`src/rtl/mmio_io_pkg.sv`:
```
// Shared constants for the board I/O controller: register offsets,
// STATUS bit positions and the active-low hex-to-segment table.
package mmio_io_pkg;

    localparam logic [7:0] OFF_STATUS  = 8'h00;
    localparam logic [7:0] OFF_SWITCH  = 8'h04;
    localparam logic [7:0] OFF_DISPLAY = 8'h08;
    localparam logic [7:0] OFF_CTRL    = 8'h0C;

    localparam int ST_L = 0;
    localparam int ST_R = 1;

    // Index 0 is the rightmost entry; segment bit 0 is 'a'.
    localparam logic [15:0][6:0] SEG_TBL = {
        7'h0E, 7'h06, 7'h21, 7'h46,
        7'h03, 7'h08, 7'h10, 7'h00,
        7'h78, 7'h02, 7'h12, 7'h19,
        7'h30, 7'h24, 7'h79, 7'h40
    };

    function automatic logic [6:0] hex2seg(input logic [3:0] h);
        return SEG_TBL[h];
    endfunction

endpackage

```
`src/rtl/io_debounce.sv`:
```
// Push-button conditioner: 2-FF synchroniser, stability counter and a
// one-cycle pulse when the debounced level rises.
module io_debounce
    import mmio_io_pkg::*;
#(
    parameter int DEBOUNCE_CYCLES = 1000000
) (
    input  logic clk,
    input  logic reset,
    input  logic din,
    output logic dout,
    output logic rise
);

    localparam int CW = (DEBOUNCE_CYCLES > 1) ? $clog2(DEBOUNCE_CYCLES) : 1;
    localparam logic [CW-1:0] CNT_LAST = CW'(DEBOUNCE_CYCLES - 1);

    logic          s1;
    logic          s2;
    logic [CW-1:0] cnt;
    logic          accept;

    // Counter only runs while the synced input disagrees with dout.
    assign accept = (s2 != dout) && (cnt == CNT_LAST);

    always_ff @(posedge clk or posedge reset) begin
        if (reset) begin
            s1   <= 1'b0;
            s2   <= 1'b0;
            cnt  <= '0;
            dout <= 1'b0;
            rise <= 1'b0;
        end else begin
            s1   <= din;
            s2   <= s1;
            rise <= accept & s2;
            if (s2 == dout || accept) begin
                cnt <= '0;
            end else begin
                cnt <= cnt + 1'b1;
            end
            if (accept) begin
                dout <= s2;
            end
        end
    end

endmodule

```
`src/rtl/mmio_io_ctrl.sv`:
```
// Memory-mapped board I/O: sticky button events, synchronised switches
// and a multiplexed seven-segment display with blanking and DPs.
module mmio_io_ctrl
    import mmio_io_pkg::*;
#(
    parameter int N_DIGITS        = 8,
    parameter int SW_WIDTH        = 16,
    parameter int SCAN_DIV        = 100000,
    parameter int DEBOUNCE_CYCLES = 1000000
) (
    input  logic                clk,
    input  logic                reset,
    input  logic                we,
    input  logic [7:0]          addr,
    input  logic [31:0]         wdata,
    output logic [31:0]         rdata,
    input  logic                btnl,
    input  logic                btnr,
    input  logic [SW_WIDTH-1:0] sw,
    output logic [N_DIGITS-1:0] an,
    output logic [6:0]          a2g,
    output logic                dp
);

    localparam int IW = (N_DIGITS > 1) ? $clog2(N_DIGITS) : 1;
    localparam int DW = $clog2(SCAN_DIV);
    localparam logic [DW-1:0] DIV_LAST = DW'(SCAN_DIV - 1);
    localparam logic [IW-1:0] IDX_LAST = IW'(N_DIGITS - 1);

    logic [1:0]          pending;
    logic [1:0]          rise_v;
    logic [1:0]          btn_lvl;
    logic [SW_WIDTH-1:0] sw_s1;
    logic [SW_WIDTH-1:0] sw_s2;
    logic [31:0]         display;
    logic [7:0]          dp_en;
    logic [7:0]          blank;
    logic [DW-1:0]       div;
    logic [IW-1:0]       idx;
    logic [7:0]          word;
    logic                sel_status;
    logic                sel_switch;
    logic                sel_display;
    logic                sel_ctrl;
    logic [1:0]          clr;
    logic [N_DIGITS-1:0] an_nxt;
    logic [6:0]          seg_nxt;
    logic                dp_nxt;
    logic                unused_bits;

    io_debounce #(.DEBOUNCE_CYCLES(DEBOUNCE_CYCLES)) u_db_l (
        .clk   (clk),
        .reset (reset),
        .din   (btnl),
        .dout  (btn_lvl[ST_L]),
        .rise  (rise_v[ST_L])
    );

    io_debounce #(.DEBOUNCE_CYCLES(DEBOUNCE_CYCLES)) u_db_r (
        .clk   (clk),
        .reset (reset),
        .din   (btnr),
        .dout  (btn_lvl[ST_R]),
        .rise  (rise_v[ST_R])
    );

    assign unused_bits = ^{btn_lvl, addr[1:0]};

    assign word        = {addr[7:2], 2'b00};
    assign sel_status  = (word == OFF_STATUS);
    assign sel_switch  = (word == OFF_SWITCH);
    assign sel_display = (word == OFF_DISPLAY);
    assign sel_ctrl    = (word == OFF_CTRL);
    assign clr         = (we && sel_status) ? wdata[1:0] : 2'b00;

    always_ff @(posedge clk or posedge reset) begin
        if (reset) begin
            pending <= '0;
            sw_s1   <= '0;
            sw_s2   <= '0;
            display <= '0;
            dp_en   <= '0;
            blank   <= '0;
        end else begin
            // A new event beats a simultaneous write-1-to-clear.
            pending <= (pending & ~clr) | rise_v;
            sw_s1   <= sw;
            sw_s2   <= sw_s1;
            if (we && sel_display) begin
                display <= wdata;
            end
            if (we && sel_ctrl) begin
                dp_en <= wdata[7:0];
                blank <= wdata[15:8];
            end
        end
    end

    always_comb begin
        rdata = '0;
        unique case (1'b1)
            sel_status:  rdata = {30'b0, pending};
            sel_switch:  rdata = 32'(sw_s2);
            sel_display: rdata = display;
            sel_ctrl:    rdata = {16'b0, blank, dp_en};
            default:     rdata = '0;
        endcase
    end

    always_ff @(posedge clk or posedge reset) begin
        if (reset) begin
            div <= '0;
            idx <= '0;
        end else if (div == DIV_LAST) begin
            div <= '0;
            idx <= (idx == IDX_LAST) ? '0 : idx + 1'b1;
        end else begin
            div <= div + 1'b1;
        end
    end

    always_comb begin
        an_nxt  = '1;
        seg_nxt = 7'h7F;
        dp_nxt  = 1'b1;
        for (int k = 0; k < N_DIGITS; k++) begin
            if (idx == IW'(k) && !blank[k]) begin
                an_nxt[k] = 1'b0;
                seg_nxt   = hex2seg(display[4*k +: 4]);
                dp_nxt    = ~dp_en[k];
            end
        end
    end

    always_ff @(posedge clk or posedge reset) begin
        if (reset) begin
            an  <= '1;
            a2g <= 7'h7F;
            dp  <= 1'b1;
        end else begin
            an  <= an_nxt;
            a2g <= seg_nxt;
            dp  <= dp_nxt;
        end
    end

endmodule

```
`config.mk`:
```
export PLATFORM = sky130hd
export DESIGN_NAME = mmio_io_ctrl
export DESIGN_NICKNAME = d
export VERILOG_FILES = /design/src/rtl/mmio_io_pkg.sv /design/src/rtl/io_debounce.sv /design/src/rtl/mmio_io_ctrl.sv
export SDC_FILE = /design/constraint.sdc
export NUM_CORES = 1
export LEC_CHECK = 0
export CORE_MARGIN = 1
export CORE_UTILIZATION = 61
export DETAILED_ROUTE_END_ITERATION = 12
export PLACE_DENSITY = 0.95
export SLEW_MARGIN = 10
export SYNTH_ARGS = -nofsm -noshare
export SYNTH_HDL_FRONTEND = slang
export SYNTH_SLANG_ARGS = --single-unit
```
`constraint.sdc`:
```
create_clock -name clk -period 9.5 [get_ports clk]
set_input_delay 1.9 -clock clk [delete_from_list [all_inputs] [get_ports clk]]
set_output_delay 1.9 -clock clk [all_outputs]
set_load 0.02 [all_outputs]
```
==> flow_summary_export.csv <==
group,metric,value,unit
run_status,outcome,"finished, final reports clean",
synthesis,syn_area,9470,µm²
setup_path,critPathSlowestCell,"nor2b_1",
setup_path,cp_common_cell,"clkdlybuf4s50_1",
drt,ant_nets,0,
sta,timing.fmax,0.150,GHz
synthesis,syn_inst,902,
clocking,clk_pin_slew,0.07,ns
clocking,clock-sinks,166,
clocking,cts_tree,"yes",
setup_path,cp-end-kind,"primary output",
die,dieArea,16000,µm²
grt,antenna_found_initial,0,
setup_path,path_delay_family,"buffers and inverters",
setup_path,worst_setup_path_start_kind,"input pin",
drt,wl_per_cell,18.5,µm
die,io_pins,109,
die,rows,45,
sta,maxSlewHeadroom,22.1,%
grt,grt_pass1_vias,7411,
synthesis,yosysUniqueCellTypes,72,
clocking,clk_latency,0.44,ns
grt,grtUsageMet1,34.9,%
sta,worst_slack,2.85,ns
pwr,p_leak,4.85,nW
sta,worst_pin_slew,1.17,ns
drt,drt-initial-drc-count,534,
hold_path,hold_path.class,"reg2reg",
synthesis,synth-seq-cells,166,
pwr,design_power_total,1.85,mW
synthesis,ys_dominant_reg_cell,"dfrtp_1",
placement,detailed_place_hpwl,15.2,mm
sta,period_share,70.0,%
clocking,h-tree-depth,4,
grt,grt_usage,29.3,%
setup_path,critPathKind,"in2out",
clocking,ctsHoldBuffers,0,
setup_path,crit_chain,"clkdlybuf4s50_1 -> buf_4 -> nor2b_1 -> a22oi_1 -> nor2_1 -> clkdlybuf4s50_1",
setup_path,max_stage_delay,0.96,ns
synthesis,yosysWarnings,0,
sta,slew_viol_final,0,
drt,vias_per_cell,6.19,
layout,area_growth,17.9,%
sta,setup_viol,0,
drt,dr.pass1.iters,5,
grt,grt_util_met2,49.6,%
layout,final_common_cell,"dfrtp_1",
synthesis,syn_nets,1023,
placement,place_ws,2.97,ns
die,start_util,62.3,%
die,core_area,15200,µm²
synthesis,synth_area_per_cell,10.5,µm²
setup_path,crit_required,7.60,ns
die,die_h,127,µm
layout,nets,1105,
clocking,cts_buffer_depth,2,
drt,drc,0,
sta,period_needed,6.65,ns
run,drv_cap,0,
sta,finClkSkew,0.0106,ns
pwr,vdd_drop_max,0.000248,V
sta,hold_violations,0,
synthesis,ys_seq_area_share,44.1,%
setup_path,cp_num_buf_inv,3,
clocking,cts-root-buf,"clkbuf_16",
setup_path,worstPathArrival,4.75,ns
grt,grt_max_degree,88,
grt,grtUsageMet3,7.04,%
drt,routed_wirelength,22.0,mm
synthesis,synth-async-reset-ratio,100,%
drt,vias,7340,
grt,overflow,0,
grt,globalRoute.busiestLayer,"met2",
die,die_w,127,µm
layout,diodes,0,
placement,place.gp.congestion,0.914,
clocking,post_cts_buffers,0,
sta,rsz0062_at_grt,"no",
synthesis,synth_enable_flop_cells,0,
layout,most-common-layout-cells,"150 x dfrtp_1, 106 x clkdlybuf4s50_1, 93 x nor2_1, 70 x mux2_2, 60 x ha_1",
grt,grt_first_pass_wirelength,36.5,mm
clocking,post_cts_resize_count,0,
placement,io_buffer_count,106,
sta,tns,0,ns
pwr,powerDensity,165,nW/µm²
clocking,cts_buffers,17,
layout,drive_gt1_share,14.8,%
setup_path,cp_max_fo,21,
-- cell usage after synthesis, drive strengths merged (6+ instances only) --
cell | count | share of area (%)
buf | 18 | 1.3
xnor2 | 18 | 1.7
a31oi | 6 | 0.40
xor2 | 34 | 3.1
inv | 43 | 1.7
o211ai | 8 | 0.63
ha | 60 | 7.9
a21oi | 30 | 1.6
o22ai | 8 | 0.53
dfrtp | 150 | 40
mux4 | 9 | 2.1
mux2i | 23 | 2.4
nand2 | 43 | 1.7
o21ai | 25 | 1.3
nor2b | 15 | 0.99
nor2 | 94 | 3.8
nand4 | 13 | 0.93
a211oi | 7 | 0.56
mux2 | 70 | 8.3
o311ai | 7 | 0.65
nor3 | 22 | 1.2
nand3 | 34 | 1.8
dfstp | 16 | 4.4
and2 | 11 | 0.73
and3 | 16 | 1.1
clkbuf | 29 | 1.1
a22oi | 19 | 1.5
-- final cells by class --
type / count / area, µm²
timing repair buffer: 110 / 1090
multi-input combinational: 646 / 4900
clock buffer: 18 / 439
tap: 188 / 235
fill: 979 / 4040
sequential: 166 / 4170
inverter: 43 / 166
clock inverter: 14 / 154
-- through the flow --
stage	instance area (µm²)	instances	hold slack, ns	util [%]
6_report	11200	1185	0.351	73.4
3_3_place_gp	10600	1153	0.332	69.5
5_1_grt	11200	1185	0.359	73.4
4_1_cts	11200	1185	0.352	73.4
2_1_floorplan	9470	902	0.331	-
3_5_place_dp	10600	1153	0.336	69.5
-- routing by layer --
| metal | up-vias | part of all wire [%] |
|---|---|---|
| li1 | 3352 | - |
| met1 | 3580 | 40 |
| met2 | 335 | 50 |
| met3 | 73 | 6.2 |
| met4 | 0 | 3.7 |
| met5 | - | 0 |
-- registers in the layout, indices dropped and copies added, names as in the netlist, 2 cells and up --
signal / count
display: 32
u_db_l.cnt: 20
u_db_r.cnt: 20
div: 17
sw_s1: 16
sw_s2: 16
an: 8
blank: 8
dp_en: 8
a2g: 7
idx: 3
pending: 2
-- cells by family after synthesis --
kind of cell               after synthesis  synth area share [%]
AOI/OAI and AO/OA                      138                  9.69
buffers and inverters                   90                  4.12
xor gates and xnor gates                52                  4.81
and+or+nand+nor                        294                  16.5
adders and majority gates               60                  7.93
muxes                                  102                  12.9
DFF                                    166                  44.1
-- worst paths after layout --
check | start | to | slack [ns] | cells past startpoint
worst max-delay path | addr[3] | rdata[3] | 2.85 | 6
worst min-delay path | sw_s1[2] | sw_s2[2] | 0.35 | 0
worst max register to register | idx[0] | a2g[4] | 6.88 | 8
worst min register to register | sw_s1[2] | sw_s2[2] | 0.35 | 0
max in group asynchronous | reset | blank[7] | 6.02 | 3
min in group asynchronous | reset | u_db_l.cnt[3] | 1.99 | 2
-- worst reg2reg max path, stage by stage (launching register included) --
cell	delay [ns]
dfrtp_1	0.41
ha_1	0.21
ha_1	0.19
nor2b_1	0.55
inv_1	0.38
nand2_1	0.28
nor3_1	0.07
o2111a_1	0.20
a211oi_1	0.23
-- power breakdown --
part	switching [mW]	internal, mW	leakage (nW)	total (mW)
Combinational	0.153	0.162	2.43	0.315
Sequential	0.0790	0.759	2.13	0.838
Clock	0.312	0.380	0.291	0.692
Total	0.544	1.30	4.85	1.85
No activity file was read; power rests on OpenSTA's default activity.
